### src/rtl/player_sprite_drawer_pkg.sv
// Shared types and constants for the player sprite drawer: FSM states,
// 3-bit colour names, screen bounds and the latched draw command.
package player_sprite_drawer_pkg;
  localparam int SCREEN_W = 320;
  localparam int SCREEN_H = 240;

  localparam logic [2:0] BLACK   = 3'b000;
  localparam logic [2:0] BLUE    = 3'b001;
  localparam logic [2:0] GREEN   = 3'b010;
  localparam logic [2:0] CYAN    = 3'b011;
  localparam logic [2:0] RED     = 3'b100;
  localparam logic [2:0] MAGENTA = 3'b101;
  localparam logic [2:0] YELLOW  = 3'b110;
  localparam logic [2:0] WHITE   = 3'b111;

  typedef enum logic [1:0] {IDLE, ERASE, DRAW, DONE} state_t;

  typedef struct packed {
    logic [8:0] x;
    logic [7:0] y;
    logic [2:0] spr_c;
    logic [2:0] bg_c;
  } draw_cmd_t;
endpackage

### src/rtl/player_sprite_drawer_if.sv
// Pixel stream produced by one user's sprite drawer, consumed by the
// object-to-paint selector.
interface player_sprite_drawer_if;
  logic [8:0] VGA_X;
  logic [7:0] VGA_Y;
  logic [2:0] VGA_COLOR;
  logic       plot_enable;

  modport master (output VGA_X, VGA_Y, VGA_COLOR, plot_enable);
  modport slave  (input  VGA_X, VGA_Y, VGA_COLOR, plot_enable);
endinterface

### src/rtl/player_sprite_drawer_mask_rom.sv
// Combinational sprite shape: a filled box with its four corners knocked out.
module sprite_mask_rom
  import player_sprite_drawer_pkg::*;
#(
  parameter int SPR_W = 8,
  parameter int SPR_H = 8
) (
  input  logic [7:0] row,
  input  logic [8:0] col,
  output logic       mask
);
  logic edge_r, edge_c;

  assign edge_r = (row == 8'd0) || (row == 8'(SPR_H - 1));
  assign edge_c = (col == 9'd0) || (col == 9'(SPR_W - 1));
  assign mask   = !(edge_r && edge_c);
endmodule

### src/rtl/player_sprite_drawer.sv
// Erases the sprite at its old position with the background colour, then
// draws it at the new one, one clipped pixel per clock.
module player_sprite_drawer #(
  parameter int SPR_W    = 8,
  parameter int SPR_H    = 8,
  parameter int SCREEN_W = player_sprite_drawer_pkg::SCREEN_W,
  parameter int SCREEN_H = player_sprite_drawer_pkg::SCREEN_H,
  parameter int INIT_X   = 40,
  parameter int INIT_Y   = 100
) (
  input  logic                          CLOCK_50,
  input  logic                          rstn,
  input  logic                          draw_req,
  input  logic [8:0]                    new_x,
  input  logic [7:0]                    new_y,
  input  logic [2:0]                    sprite_color,
  input  logic [2:0]                    background_color,
  output logic                          busy,
  output logic                          frame_done,
  player_sprite_drawer_if.master        pix
);
  import player_sprite_drawer_pkg::*;

  localparam int WH = SPR_W * SPR_H;
  localparam int CW = (WH > 1) ? $clog2(WH) : 1;

  state_t          state, state_nxt;
  draw_cmd_t       cmd;
  logic [CW-1:0]   cnt;
  logic [8:0]      old_x, base_x, col;
  logic [7:0]      old_y, base_y, row;
  logic [9:0]      sum_x;
  logic [8:0]      sum_y;
  logic            first_draw, mask, last, on_screen, same_pos;

  assign col       = 9'(int'(cnt) % SPR_W);
  assign row       = 8'(int'(cnt) / SPR_W);
  assign last      = (cnt == CW'(WH - 1));
  assign same_pos  = (new_x == old_x) && (new_y == old_y);
  assign base_x    = (state == ERASE) ? old_x : cmd.x;
  assign base_y    = (state == ERASE) ? old_y : cmd.y;
  // One extra bit so off-screen positions are not hidden by wraparound.
  assign sum_x     = {1'b0, base_x} + {1'b0, col};
  assign sum_y     = {1'b0, base_y} + {1'b0, row};
  assign on_screen = (sum_x < 10'(SCREEN_W)) && (sum_y < 9'(SCREEN_H));

  sprite_mask_rom #(.SPR_W(SPR_W), .SPR_H(SPR_H)) u_mask (
    .row  (row),
    .col  (col),
    .mask (mask)
  );

  always_ff @(posedge CLOCK_50 or negedge rstn) begin
    if (!rstn) state <= IDLE;
    else       state <= state_nxt;
  end

  always_comb begin
    state_nxt = state;
    case (state)
      IDLE:    if (draw_req) state_nxt = (first_draw || same_pos) ? DRAW : ERASE;
      ERASE:   if (last) state_nxt = DRAW;
      DRAW:    if (last) state_nxt = DONE;
      DONE:    state_nxt = IDLE;
      default: state_nxt = IDLE;
    endcase
  end

  always_ff @(posedge CLOCK_50 or negedge rstn) begin
    if (!rstn) begin
      pix.VGA_X       <= '0;
      pix.VGA_Y       <= '0;
      pix.VGA_COLOR   <= '0;
      pix.plot_enable <= 1'b0;
      busy            <= 1'b0;
      frame_done      <= 1'b0;
      cnt             <= '0;
      cmd             <= '0;
      old_x           <= 9'(INIT_X);
      old_y           <= 8'(INIT_Y);
      first_draw      <= 1'b1;
    end else begin
      pix.plot_enable <= 1'b0;
      frame_done      <= (state == DONE);
      // Stays up through the frame_done cycle so the pulse is seen as busy.
      busy            <= (state_nxt != IDLE) || (state == DONE);
      case (state)
        IDLE: if (draw_req) begin
          cmd <= '{x: new_x, y: new_y, spr_c: sprite_color, bg_c: background_color};
          cnt <= '0;
        end
        ERASE, DRAW: begin
          pix.VGA_X       <= sum_x[8:0];
          pix.VGA_Y       <= sum_y[7:0];
          pix.VGA_COLOR   <= (state == ERASE) ? cmd.bg_c : cmd.spr_c;
          pix.plot_enable <= mask && on_screen;
          cnt             <= last ? '0 : cnt + 1'b1;
        end
        DONE: begin
          old_x      <= cmd.x;
          old_y      <= cmd.y;
          first_draw <= 1'b0;
        end
        default: ;
      endcase
    end
  end
endmodule
### src/flat_wrapper.sv
// flat-port wrapper written by rule: the top's interface ports become plain ports
module player_sprite_drawer_flat import player_sprite_drawer_pkg::*;
#(
  parameter int SPR_W    = 8,
  parameter int SPR_H    = 8,
  parameter int SCREEN_W = player_sprite_drawer_pkg::SCREEN_W,
  parameter int SCREEN_H = player_sprite_drawer_pkg::SCREEN_H,
  parameter int INIT_X   = 40,
  parameter int INIT_Y   = 100
)
  (CLOCK_50, rstn, draw_req, new_x, new_y, sprite_color, background_color, busy, frame_done, pix_VGA_X, pix_VGA_Y, pix_VGA_COLOR, pix_plot_enable);
  player_sprite_drawer_if pix_i ();
  input  logic CLOCK_50;
  input  logic rstn;
  input  logic draw_req;
  input  logic [8:0] new_x;
  input  logic [7:0] new_y;
  input  logic [2:0] sprite_color;
  input  logic [2:0] background_color;
  output logic busy;
  output logic frame_done;
  output wire logic [$bits(pix_i.VGA_X)-1:0] pix_VGA_X;
  output wire logic [$bits(pix_i.VGA_Y)-1:0] pix_VGA_Y;
  output wire logic [$bits(pix_i.VGA_COLOR)-1:0] pix_VGA_COLOR;
  output wire logic [$bits(pix_i.plot_enable)-1:0] pix_plot_enable;
  assign pix_VGA_X = pix_i.VGA_X;
  assign pix_VGA_Y = pix_i.VGA_Y;
  assign pix_VGA_COLOR = pix_i.VGA_COLOR;
  assign pix_plot_enable = pix_i.plot_enable;
  player_sprite_drawer #(.SPR_W(SPR_W), .SPR_H(SPR_H), .SCREEN_W(SCREEN_W), .SCREEN_H(SCREEN_H), .INIT_X(INIT_X), .INIT_Y(INIT_Y)) u_core (.CLOCK_50(CLOCK_50), .rstn(rstn), .draw_req(draw_req), .new_x(new_x), .new_y(new_y), .sprite_color(sprite_color), .background_color(background_color), .busy(busy), .frame_done(frame_done), .pix(pix_i));
endmodule
### config.mk
export PLATFORM = sky130hd
export DESIGN_NAME = player_sprite_drawer_flat
export DESIGN_NICKNAME = d
export VERILOG_FILES = /design/src/rtl/player_sprite_drawer_pkg.sv /design/src/rtl/player_sprite_drawer_if.sv /design/src/rtl/player_sprite_drawer_mask_rom.sv /design/src/rtl/player_sprite_drawer.sv /design/src/flat_wrapper.sv
export SDC_FILE = /design/constraint.sdc
export NUM_CORES = 1
export LEC_CHECK = 0
export BUFFER_PORTS_ARGS = -buffer_cell sky130_fd_sc_hd__buf_4
export CAP_MARGIN = 15
export CORE_ASPECT_RATIO = 1.25
export CORE_MARGIN = 2
export CORE_UTILIZATION = 50
export DETAILED_ROUTE_END_ITERATION = 8
export GPL_ROUTABILITY_DRIVEN = 1
export GPL_TIMING_DRIVEN = 0
export HOLD_SLACK_MARGIN = 0.1
export PLACE_DENSITY = 0.82
export SETUP_SLACK_MARGIN = 0.3
export SYNTH_ARGS = -nofsm -noshare
export SYNTH_HDL_FRONTEND = slang
export SYNTH_SLANG_ARGS = --single-unit
### constraint.sdc
create_clock -name CLOCK_50 -period 4.6 [get_ports CLOCK_50]
set_input_delay 0.69 -clock CLOCK_50 [delete_from_list [all_inputs] [get_ports CLOCK_50]]
set_output_delay 0.69 -clock CLOCK_50 [all_outputs]
set_load 0.03 [all_outputs]
# After elaboration in Yosys (flattened, before gate mapping)
# Index checks and enable logic that the tools add are counted.
# W data, S select, Z words.
[classes]
add_sub_neg = 3
n_eq_ne = 9
reduce_logical = 17
order_cmp = 2
muxes = 12
[op_table]
columns = ["op", "n"]
rows = [
  ["$mux W6", 2],
  ["$pmux W6 S2", 1],
  ["$add A9 B3 Y10", 1],
  ["$lt A10 B9 Y1 const B", 1],
  ["$add A8 B3 Y9", 1],
  ["$eq A9 B9 Y1", 1],
  ["$logic_not A9 Y1", 1],
  ["$lt A9 B8 Y1 const B", 1],
  ["$mux W9", 1],
  ["$eq A8 B8 Y1", 1],
  ["$logic_not A8 Y1", 1],
  ["$mux W2", 4],
  ["$mux W8", 1],
  ["$pmux W2 S4", 1],
  ["$add A6 B1 Y6 const B", 1],
  ["$eq A3 B3 Y1 const B", 2],
  ["$eq A6 B6 Y1 const B", 1],
  ["$eq A2 B2 Y1 const B", 2],
  ["$logic_and A1 B1 Y1", 4],
  ["$logic_or A1 B1 Y1", 4],
  ["$reduce_and A2 Y1", 2],
  ["$reduce_bool A2 Y1", 2],
  ["$mux W3", 1],
  ["$eq A2 B1 Y1 const B", 1],
  ["other kinds (5)", 5],
]
[word_totals]
out_inout_bits = 23
wordCells = 58
in_bits = 26
register_bits = 72

# Logic depth before layout (Yosys ltp)
# Gate-level depths: netlist of run 1.
[depth]
depth_word = 8
ltp_mapped = 14
depth_no_buf = 11

# Hierarchy
# From an unflattened synthesis of run 1, not the netlist that was laid out.
[unflattened]
hier_cells = 330
area_unflattened_um2 = 3827.4
[by_module_without_submodules]
columns = ["module", "seq_area_each_um2", "cells_each", "area_each_um2", "n_inst"]
rows = [
  ["player_sprite_drawer", 1809.2, 321, 3773.6, 1],
  ["sprite_mask_rom", 0.0, 9, 53.8, 1],
]

# Least setup slack after synthesis of run 1
# Ideal clock, no wire load.
[synth_path]
kind = "register -> register"
from = "register u_core.state[1]"
to = "register u_core.pix.plot_enable"
path_slack_ps = 1485
required_time_ps = 4506
t_arrival_ps = 3021
stages_incl_launch_ff = 14
period_less_slack_ps = 3115
path_buffers = 3
cell_sequence = "dfrtp_1 -> inv_1 -> ha_1 -> buf_6 -> buf_12 -> buf_2 -> mux2_2 -> ha_1 -> fa_1 -> a21oi_1 -> a211oi_2 -> nor2b_1 -> a311o_1 -> a211oi_1"
[synth_via]
elab_chain_len = 7
word_cells_on_any_way = 12
classes_between = "add/sub (2); order compare (2); eq/ne (2); mux (3); reduce/logical (3)"
[synth_rtl]
columns = ["item", "line", "rtl"]
rows = [
  ["from (decl)", "player_sprite_drawer.sv:27", "state_t state, state_nxt;"],
  ["from (signal assigned)", "player_sprite_drawer.sv:55", "else state <= state_nxt;"],
  ["$eq A2 B1 Y1", "player_sprite_drawer.sv:40, player_sprite_drawer.sv:41, player_sprite_drawer.sv:87", ""],
  ["$mux W9 or $mux W8 (tied branches)", "player_sprite_drawer.sv:40, player_sprite_drawer.sv:41", ""],
  ["$add A9 B3 Y10 or $add A8 B3 Y9 (tied branches)", "player_sprite_drawer.sv:43, player_sprite_drawer.sv:44", ""],
  ["$lt A10 B9 Y1 or $lt A9 B8 Y1 (tied branches)", "player_sprite_drawer.sv:45", "assign on_screen = (sum_x < 10'(SCREEN_W)) && (sum_y < 9'(SCREEN_H));"],
  ["$logic_and A1 B1 Y1", "player_sprite_drawer.sv:45", ""],
  ["$logic_and A1 B1 Y1", "player_sprite_drawer.sv:96", "pix.plot_enable <= mask && on_screen;"],
  ["$mux W1 *", "player_sprite_drawer.sv:87", "case (state)"],
  ["to (signal assigned)", "player_sprite_drawer.sv:96", ""],
  ["to (decl)", "player_sprite_drawer_if.sv:9", "modport master (output VGA_X, VGA_Y, VGA_COLOR, plot_enable);"],
]
# Every way passes the cells marked *; elsewhere a longest branch is shown, timed or not.
# A chain may end at the register's enable or synchronous reset.

# Worst setup path in the final report of run 1
# Same ends and word-level chain as after synthesis.

==> results.sh, run 1 <==
export IMPL_status="finished clean"
export IMPL_netlist_instances=334
export IMPL_grt_max_degree=73
export IMPL_rsz0062_at_grt="false"
export IMPL_postSynthAreaPerCell_um2=11.7
export IMPL_async_flop_share=1.00
export IMPL_finalCritPeriodShare=0.802
export IMPL_routed_wl_mm=8.50
export IMPL_synth_nets=375
export IMPL_die_y_um=103
export IMPL_power_density_nw_per_um2=827
export IMPL_drtIter0Drc=202
export IMPL_globalplace_congestion=0.871
export IMPL_hold_class="in2async"
export IMPL_syn_cell_area_um2=3910
export IMPL_initial_core_util=0.507
export IMPL_tns_ns=0
export IMPL_clk_latency_ns=0.36
export IMPL_portBuffers=48
export IMPL_cts_made_buffers=9
export IMPL_vias=2771
export IMPL_irDropWorstVdd_v=0.000408
export IMPL_cp_startpoint="u_core.state[1]"
export IMPL_skew_ns=0.00783
export IMPL_arrival_ns=3.96
export IMPL_drc=0
export IMPL_crit_path_start_kind="flip-flop"
export IMPL_r2r_end="u_core.pix.plot_enable"
export IMPL_vias_per_cell=5.62
export IMPL_met3_usage=0.0360
export IMPL_ys_ff_latch=72
export IMPL_grt_pass1_wl_mm=14.2
export IMPL_clockBufferDepth=2
export IMPL_max_freq_ghz=0.271
export IMPL_hold_buffers=0
export IMPL_placed_area_um2=4390
export IMPL_grt_util_met2=0.383
export IMPL_grt_use_met1=0.255
export IMPL_hold_violations=0
export IMPL_netlist_cell_type_count=49
export IMPL_maxCapViolCount=0
export IMPL_cts_tree="yes"
export IMPL_setup_viol=0
export IMPL_hpwl_mm=6.32
export IMPL_fin_nets=434
export IMPL_grt_pass1_vias=2861
export IMPL_fp_coreArea_um2=7700
export IMPL_final_area_um2=4580
export IMPL_cts_root_buf="clkbuf_8"
export IMPL_htreeDepth=3
export IMPL_wl_per_cell_um=17.2
export IMPL_synth_edff_count=0
export IMPL_r2r_start="u_core.state[1]"
export IMPL_critical_path_class="reg2reg"
export IMPL_reg2reg_slack_ns=0.91
export IMPL_timing_slew_headroom=0.413
export IMPL_post_route_util=0.595
export IMPL_ant_nets=0
export IMPL_reg2reg_depth=13
export IMPL_antenna_cells=0
export IMPL_drive_gt1_frac=0.337
export IMPL_antenna_found_initial=0
export IMPL_seq_area_frac_synth=0.463
export IMPL_regArea_um2=1810
export IMPL_worstMarginPinSlew_ns=0.880
export IMPL_syn_to_final_growth_pct=17.3
export IMPL_clk_pin_slew_worst_paths_ns=0.08
export IMPL_cts_resized_gates=0
export IMPL_cp_max_fo=10
export IMPL_critPathCapture="u_core.pix.plot_enable"
export IMPL_cp_end_kind="flip-flop"
export IMPL_cp_data_required_time_ns=4.87
export IMPL_grt_ovfl_total=0
export IMPL_slew_viol_final=0
export IMPL_num_rows=36
export IMPL_dr_pass1_iters=5
export IMPL_post_cts_setup_buffers=0
export IMPL_cts_sinks=72
export IMPL_synth_warnings=0
export IMPL_fillers=634
export IMPL_p_leak_nw=2.00
export IMPL_multi_input_area_um2=1980
export IMPL_top_usage_layer="met2"
export IMPL_post_route_min_period_ns=3.69
export IMPL_io_pin_count=49
export IMPL_synth_top_flop_cell="dfrtp_1"
export IMPL_die_w_um=83.1
export IMPL_grtUsageTotal=0.215
export IMPL_dieArea_um2=8540
-- placed cells by master (no fill, tap or decap), types with 4 or more instances in the layout --
cell,count
dfstp_2,6
o21ai_1,6
ha_1,13
mux2_2,57
clkbuf_1,8
nand2b_1,4
o21ai_0,7
nor3_1,5
mux2i_1,15
a21oi_1,10
xor2_1,8
and3_1,7
nand3_1,8
inv_1,13
a211oi_1,6
xnor2_1,22
nor2_1,16
dfrtp_1,66
nand2_1,17
clkbuf_8,9
buf_4,48
clkinvlp_4,4
-- critical path: stages (launching register included) --
cell	delay [ns]
dfrtp_1	0.44
inv_1	0.13
ha_1	0.29
buf_6	0.20
buf_12	0.15
buf_2	0.31
mux2_2	0.39
ha_1	0.22
fa_1	0.41
a21oi_1	0.27
a211oi_2	0.10
nor2b_1	0.17
a311o_1	0.33
a211oi_1	0.17
-- metal layers --
layer  share of wire  wire, um
met2            0.52      4450
met5               0         0
met1            0.42      3530
met4           0.021       182
met3           0.040       337
-- worst min path at each step --
stage	to	cells after the start	startpoint
final	u_core.pix.VGA_Y[0]	1	rstn
after global routing	u_core.pix.VGA_X[1]	1	u_core.pix.VGA_X[1]
after CTS	u_core.pix.VGA_Y[0]	1	rstn
after detailed placement	u_core.pix.VGA_X[1]	1	u_core.pix.VGA_X[1]
after global placement	u_core.cmd[4]	1	u_core.cmd[4]
after floorplan	u_core.busy	0	rstn
-- Yosys cell counts, types with 7 or more instances --
master | count | area (um2)
o21ai_0 | 7 | 35.0
nand2_1 | 17 | 63.8
clkbuf_1 | 7 | 26.3
inv_1 | 13 | 48.8
dfrtp_1 | 66 | 1650
nand3_1 | 8 | 40.0
and3_1 | 7 | 43.8
mux2_2 | 57 | 642
xor2_1 | 8 | 70.1
mux2i_1 | 15 | 150
a21oi_1 | 10 | 50.1
xnor2_1 | 22 | 193
ha_1 | 13 | 163
nor2_1 | 16 | 60.1
-- power breakdown --
group / internal [W] / total [W] / switching [W] / leakage [nW]
registers: 0.000971 / 0.00124 / 0.000266 / 0.856
logic: 0.000964 / 0.00205 / 0.00108 / 1.06
clock network: 0.000252 / 0.000506 / 0.000253 / 0.0851
total: 0.00219 / 0.00379 / 0.00160 / 2.00
-- cells by family (layout without fill, tap and decap cells) --
logic type                 Yosys count  count (layout)  share of synthesized area
xor gates and xnor gates            30              30                     0.0673
AOI/OAI and AO/OA                   47              47                     0.0855
adders and majority gates           15              15                     0.0519
DFF                                 72              72                      0.463
buffers and inverters               25              89                     0.0304
and+or+nand+nor                     71              71                     0.0916
muxes                               74              74                      0.210
-- stage by stage --
| stage | hold slack, ns | total power, W | setup WS [ns] | std cells |
|---|---|---|---|---|
| floorplan | 0.394 | 0.00270 | 1.49 | 334 |
| global placement | 0.486 | 0.00320 | 1.00 | 477 |
| detailed placement | 0.499 | 0.00329 | 0.931 | 477 |
| CTS | 0.483 | 0.00380 | 0.913 | 493 |
| global route | 0.521 | 0.00405 | 0.663 | 493 |
| finish | 0.450 | 0.00379 | 0.909 | 493 |
-- state kept, by name, summed over array words and instances (netlist names) --
register,cells
u_core.busy,1
u_core.cmd,23
u_core.cnt,6
u_core.first_draw,1
u_core.frame_done,1
u_core.old_x,9
u_core.old_y,8
u_core.pix.VGA_COLOR,3
u_core.pix.VGA_X,9
u_core.pix.VGA_Y,8
u_core.pix.plot_enable,1
u_core.state,2
-- cell type report --
| cell class | instances | share of cell area |
|---|---|---|
| sequential | 72 | 0.395 |
| clock buffer | 10 | 0.0279 |
| tap | 95 | 0.0259 |
| multi-input combinational | 237 | 0.432 |
| buffer | 12 | 0.0153 |
| inverter | 13 | 0.0106 |
| clock inverter | 6 | 0.0150 |
| timing repair buffer | 48 | 0.0786 |
(Power assumes the default switching activity.)
==> run 2: changes to the inputs <==
- clock period: 4.6 -> 3.9 ns (I/O delays scaled with it)
==> results.sh, run 2 (synthesis gave the netlist of run 1 again) <==
export IMPL_grt_pass1_wl_mm=14.2
export IMPL_top_regs="u_core.cmd x23, u_core.old_x x9, u_core.pix.VGA_X x9"
export IMPL_grt_ovfl_total=0
export IMPL_p_leak_nw=2.01
export IMPL_reg2reg_depth=13
export IMPL_fp_coreArea_um2=7700
export IMPL_grt_pass1_vias=2876
export IMPL_arrival_ns=3.63
export IMPL_timing_slew_headroom=0.410
export IMPL_post_cts_setup_buffers=0
export IMPL_slew_viol_final=0
export IMPL_die_y_um=103
export IMPL_antenna_cells=0
export IMPL_clk_pin_slew_worst_paths_ns=0.07
export IMPL_antenna_found_initial=0
export IMPL_reg2reg_slack_ns=0.54
export IMPL_grt_max_degree=73
export IMPL_r2r_end="u_core.pix.plot_enable"
export IMPL_htreeDepth=3
export IMPL_irDropWorstVdd_v=0.000460
export IMPL_fin_nets=434
export IMPL_clockBufferDepth=2
export IMPL_clk_latency_ns=0.36
export IMPL_critPathCapture="u_core.pix.plot_enable"
export IMPL_initial_core_util=0.507
export IMPL_ant_nets=0
export IMPL_power_density_nw_per_um2=977
export IMPL_layout_commonest_cell="dfrtp_1"
export IMPL_status="finished clean"
export IMPL_maxCapViolCount=0
export IMPL_rsz0062_at_grt="false"
export IMPL_final_cell_mix="dfrtp_1 (66), mux2_2 (57), buf_4 (48)"
export IMPL_max_freq_ghz=0.297
export IMPL_vias_per_cell=5.66
export IMPL_fillers=630
export IMPL_critical_path_class="reg2reg"
export IMPL_drive_gt1_frac=0.342
export IMPL_die_w_um=83.1
export IMPL_io_pin_count=49
export IMPL_dr_pass1_iters=5
export IMPL_vias=2792
export IMPL_num_rows=36
export IMPL_cts_tree="yes"
export IMPL_globalplace_congestion=0.871
export IMPL_cts_sinks=72
export IMPL_cp_max_fo=10
export IMPL_cp_end_kind="flip-flop"
export IMPL_cts_root_buf="clkbuf_8"
export IMPL_hpwl_mm=6.32
export IMPL_drtIter0Drc=139
export IMPL_worstMarginPinSlew_ns=0.886
export IMPL_multi_input_area_um2=1990
export IMPL_tns_ns=0
export IMPL_setup_viol=0
export IMPL_r2r_start="u_core.state[1]"
export IMPL_dieArea_um2=8540
export IMPL_regArea_um2=1810
export IMPL_wl_per_cell_um=17.3
export IMPL_dp_slack_ns=0.231
export IMPL_finalCritPeriodShare=0.862
export IMPL_syn_to_final_growth_pct=17.9
export IMPL_cts_made_buffers=9
export IMPL_fin_ws_ns=0.537
export IMPL_cp_data_required_time_ns=4.17
export IMPL_portBuffers=48
export IMPL_hold_class="in2async"
export IMPL_drc=0
export IMPL_grtUsageTotal=0.216
export IMPL_hold_violations=0
export IMPL_skew_ns=0.00776
export IMPL_regMostFlops="u_core.cmd"
export IMPL_largest_register_ffs=23
export IMPL_crit_path_start_kind="flip-flop"
export IMPL_routed_wl_mm=8.53
export IMPL_cp_startpoint="u_core.state[1]"
export IMPL_post_route_min_period_ns=3.36
export IMPL_hold_buffers=0
[run 2: cell counts in the layout (fill, tap and decap cells not counted)]
No cell type changed its count.
[run 2: worst min path at each step]
stage	cells past startpoint	start	slack, ns	end
after floorplan	0	rstn	0.29	u_core.busy
after global placement	1	u_core.cmd[4]	0.49	u_core.cmd[4]
after detailed placement	1	u_core.pix.VGA_X[1]	0.50	u_core.pix.VGA_X[1]
after CTS	1	rstn	0.38	u_core.pix.VGA_Y[0]
after global routing	1	rstn	0.42	u_core.cmd[10]
final	1	rstn	0.34	u_core.pix.VGA_Y[2]
[run 2: final cells by class]
class,instances,area share
Clock inverter,6,0.0149
Tap cell,95,0.0258
Sequential cell,72,0.393
Clock buffer,10,0.0277
Timing Repair Buffer,48,0.0783
Buffer,12,0.0166
Inverter,13,0.0106
Multi-Input combinational cell,237,0.433
[run 2: layer usage]
metal | vias up | routed length [um] | track usage
met2 | 79 | 4440 | 0.382
met3 | 16 | 350 | 0.0368
met5 | - | 0 | 0
met4 | 0 | 191 | 0.111
met1 | 1386 | 3550 | 0.256
li1 | 1311 | - | -
[run 2: repair_timing]
| action | 4_1_cts | 5_1_grt |
|---|---|---|
| endpoints found under the setup margin | 1 | 1 |
| pin swaps | 0 | 1 |
| gates resized for setup | 1 | 4 |
[run 2: worst max-delay path, stage by stage (launching register included)]
cell      delay (ns)
dfrtp_1         0.44
inv_1           0.16
ha_4            0.19
buf_6           0.17
buf_12          0.15
buf_6           0.18
mux2_2          0.36
ha_1            0.22
fa_1            0.43
a21oi_2         0.22
a211oi_2        0.08
nor2b_1         0.17
a311o_1         0.33
a211oi_1        0.17
[run 2: per-stage QoR]
stage / util / hold WS [ns] / std cells / cell area [um2] / power [W]
6_report: 0.598 / 0.344 / 493 / 4600 / 0.00450
5_1_grt: 0.598 / 0.423 / 493 / 4600 / 0.00481
4_1_cts: 0.595 / 0.378 / 493 / 4580 / 0.00449
3_5_place_dp: 0.569 / 0.499 / 477 / 4390 / 0.00389
3_3_place_gp: 0.569 / 0.486 / 477 / 4390 / 0.00377
2_1_floorplan: - / 0.289 / 334 / 3910 / 0.00318
[run 2: report_power, final]
| group | switching [W] | total [W] | internal [W] |
|---|---|---|---|
| clock | 0.000298 | 0.000595 | 0.000297 |
| sequential | 0.000316 | 0.00146 | 0.00114 |
| combinational | 0.00129 | 0.00244 | 0.00116 |
==> run 3: changes to the inputs <==
- CORE_UTILIZATION: 50 -> 38
- PLACE_DENSITY: 0.82 -> 0.68
==> results.sh, run 3 (synthesis gave the netlist of run 1 again) <==
export IMPL_instances_no_fill=527
export IMPL_antenna_cells=0
export IMPL_clk_pin_slew_worst_paths_ns=0.06
export IMPL_hold_violations=0
export IMPL_regMostFlops="u_core.cmd"
export IMPL_status="finished clean"
export IMPL_cts_tree="yes"
export IMPL_post_route_util=0.478
export IMPL_critical_path_class="reg2reg"
export IMPL_io_pin_count=49
export IMPL_top_regs="u_core.cmd x23, u_core.old_x x9, u_core.pix.VGA_X x9"
export IMPL_die_w_um=94.7
export IMPL_grt_pass1_wl_mm=14.6
export IMPL_vias_per_cell=5.30
export IMPL_antenna_found_initial=0
export IMPL_htreeDepth=3
export IMPL_r2r_end="u_core.pix.plot_enable"
export IMPL_cp_data_required_time_ns=4.14
export IMPL_hpwl_mm=6.42
export IMPL_final_cell_mix="dfrtp_1 (66), mux2_2 (57), buf_4 (48)"
export IMPL_cts_made_buffers=9
export IMPL_path_buf_inv=4
export IMPL_ant_nets=0
export IMPL_regArea_um2=1810
export IMPL_drive_gt1_frac=0.347
export IMPL_pwr_share_comb=0.500
export IMPL_tns_ns=0
export IMPL_drtIter0Drc=122
export IMPL_multi_input_area_um2=1990
export IMPL_p_switching_w=0.00192
export IMPL_cts_resized_gates=1
export IMPL_portBuffers=48
export IMPL_reg2reg_depth=13
export IMPL_reg2reg_slack_ns=0.51
export IMPL_drc=0
export IMPL_initial_core_util=0.389
export IMPL_num_rows=41
export IMPL_crit_family="adder cells"
export IMPL_fin_nets=434
export IMPL_finalCritPeriodShare=0.868
export IMPL_largest_register_ffs=23
export IMPL_clk_latency_ns=0.34
export IMPL_cp_max_fo=10
export IMPL_cp_end_kind="flip-flop"
export IMPL_grt_max_degree=73
export IMPL_wl_per_cell_um=16.8
export IMPL_skew_ns=0.00655
export IMPL_vias=2795
export IMPL_grt_pass1_vias=2930
export IMPL_syn_to_final_growth_pct=23.2
export IMPL_hold_class="in2async"
export IMPL_slew_viol_final=0
export IMPL_p_int_w=0.00297
export IMPL_cts_sinks=72
export IMPL_grt_ovfl_total=0
export IMPL_cp_cell_sequence="inv_1, ha_2, buf_6, buf_12, buf_6, mux2_2, ha_1, fa_1, a21oi_2, a211oi_2, nor2b_1, a311o_1, a211oi_2"
export IMPL_p_leak_nw=2.10
export IMPL_timing_slew_headroom=0.394
export IMPL_pwr_share_seq=0.297
export IMPL_power_density_nw_per_um2=1020
export IMPL_clockBufferDepth=2
export IMPL_rsz0062_at_grt="false"
export IMPL_post_route_min_period_ns=3.39
export IMPL_die_y_um=117
export IMPL_fp_coreArea_um2=10100
export IMPL_arrival_ns=3.63
export IMPL_layout_commonest_cell="dfrtp_1"
export IMPL_setup_viol=0
export IMPL_clockPowerShare=0.203
export IMPL_hold_buffers=0
export IMPL_place_inst=511
export IMPL_max_freq_ghz=0.295
export IMPL_cts_root_buf="clkbuf_16"
export IMPL_worstMarginPinSlew_ns=0.909
export IMPL_dr_pass1_iters=4
export IMPL_maxCapViolCount=0
export IMPL_irDropWorstVdd_v=0.000335
export IMPL_fillers=976
export IMPL_globalplace_congestion=0.848
export IMPL_r2r_start="u_core.state[1]"
export IMPL_post_cts_setup_buffers=0
export IMPL_grtUsageTotal=0.173
export IMPL_crit_path_start_kind="flip-flop"
export IMPL_cp_slowest_stage_delay_ns=0.44
export IMPL_routed_wl_mm=8.83
export IMPL_dieArea_um2=11100
export IMPL_swShare=0.392
export IMPL_crit_slowest_cell="dfrtp_1"
run 3: cell types whose count changed in the layout (fill, tap and decap cells not counted):
cell        change
clkbuf_16       +9
clkbuf_8        -6
clkinvlp_4      -4
bufinv_16       +2
a211oi_1        -1
a211oi_2        +1
clkbuf_1        -1
clkinv_4        +1
ha_2            +1
ha_4            -1
inv_6           -1
run 3: worst reg2reg max path, stage by stage (launching register included):
cell	delay [ns]
dfrtp_1	0.44
inv_1	0.13
ha_2	0.24
buf_6	0.18
buf_12	0.15
buf_6	0.18
mux2_2	0.37
ha_1	0.22
fa_1	0.43
a21oi_2	0.20
a211oi_2	0.08
nor2b_1	0.17
a311o_1	0.32
a211oi_2	0.18
run 3: worst max path at each step:
stage,depth (start not counted),endpoint,start,slack [ns]
after detailed placement,13,u_core.pix.plot_enable,u_core.state[1],0.22
after global routing,13,u_core.pix.plot_enable,u_core.state[1],0.34
final,13,u_core.pix.plot_enable,u_core.state[1],0.51
after floorplan,13,u_core.pix.plot_enable,u_core.state[1],0.79
after CTS,13,u_core.pix.plot_enable,u_core.state[1],0.31
after global placement,13,u_core.pix.plot_enable,u_core.state[1],0.22
run 3: layout make-up:
cell class,instances,share of cell area
clock buffer,12,0.0554
buffer,12,0.0159
multi-input combinational,237,0.414
inverter,13,0.0101
clock inverter,4,0.0205
sequential,72,0.376
tap,129,0.0336
timing repair buffer,48,0.0749
run 3: power groups by stage:
stage,sequential [W],combinational (W),clock (W)
6_report,0.00145,0.00245,0.000993
5_1_grt,0.00151,0.00267,0.00104
4_1_cts,0.00145,0.00246,0.00101
3_5_place_dp,0.00146,0.00244,0
3_3_place_gp,0.00144,0.00238,0
2_1_floorplan,0.00162,0.00156,0
run 3: through the flow:
step	hold slack (ns)	cell area [um2]	power [W]	setup slack [ns]
after floorplan	0.289	3910	0.00318	0.785
after global placement	0.487	4430	0.00382	0.223
after detailed placement	0.498	4430	0.00390	0.219
after CTS	0.417	4800	0.00492	0.306
after global routing	0.471	4810	0.00522	0.337
final	0.378	4810	0.00489	0.513
run 3: layer usage:
metal	routed length [um]	track usage	up-vias
met5	0	0	-
met4	310	0.0978	0
met3	288	0.0238	23
met2	4410	0.286	63
met1	3820	0.212	1396
li1	-	-	1313
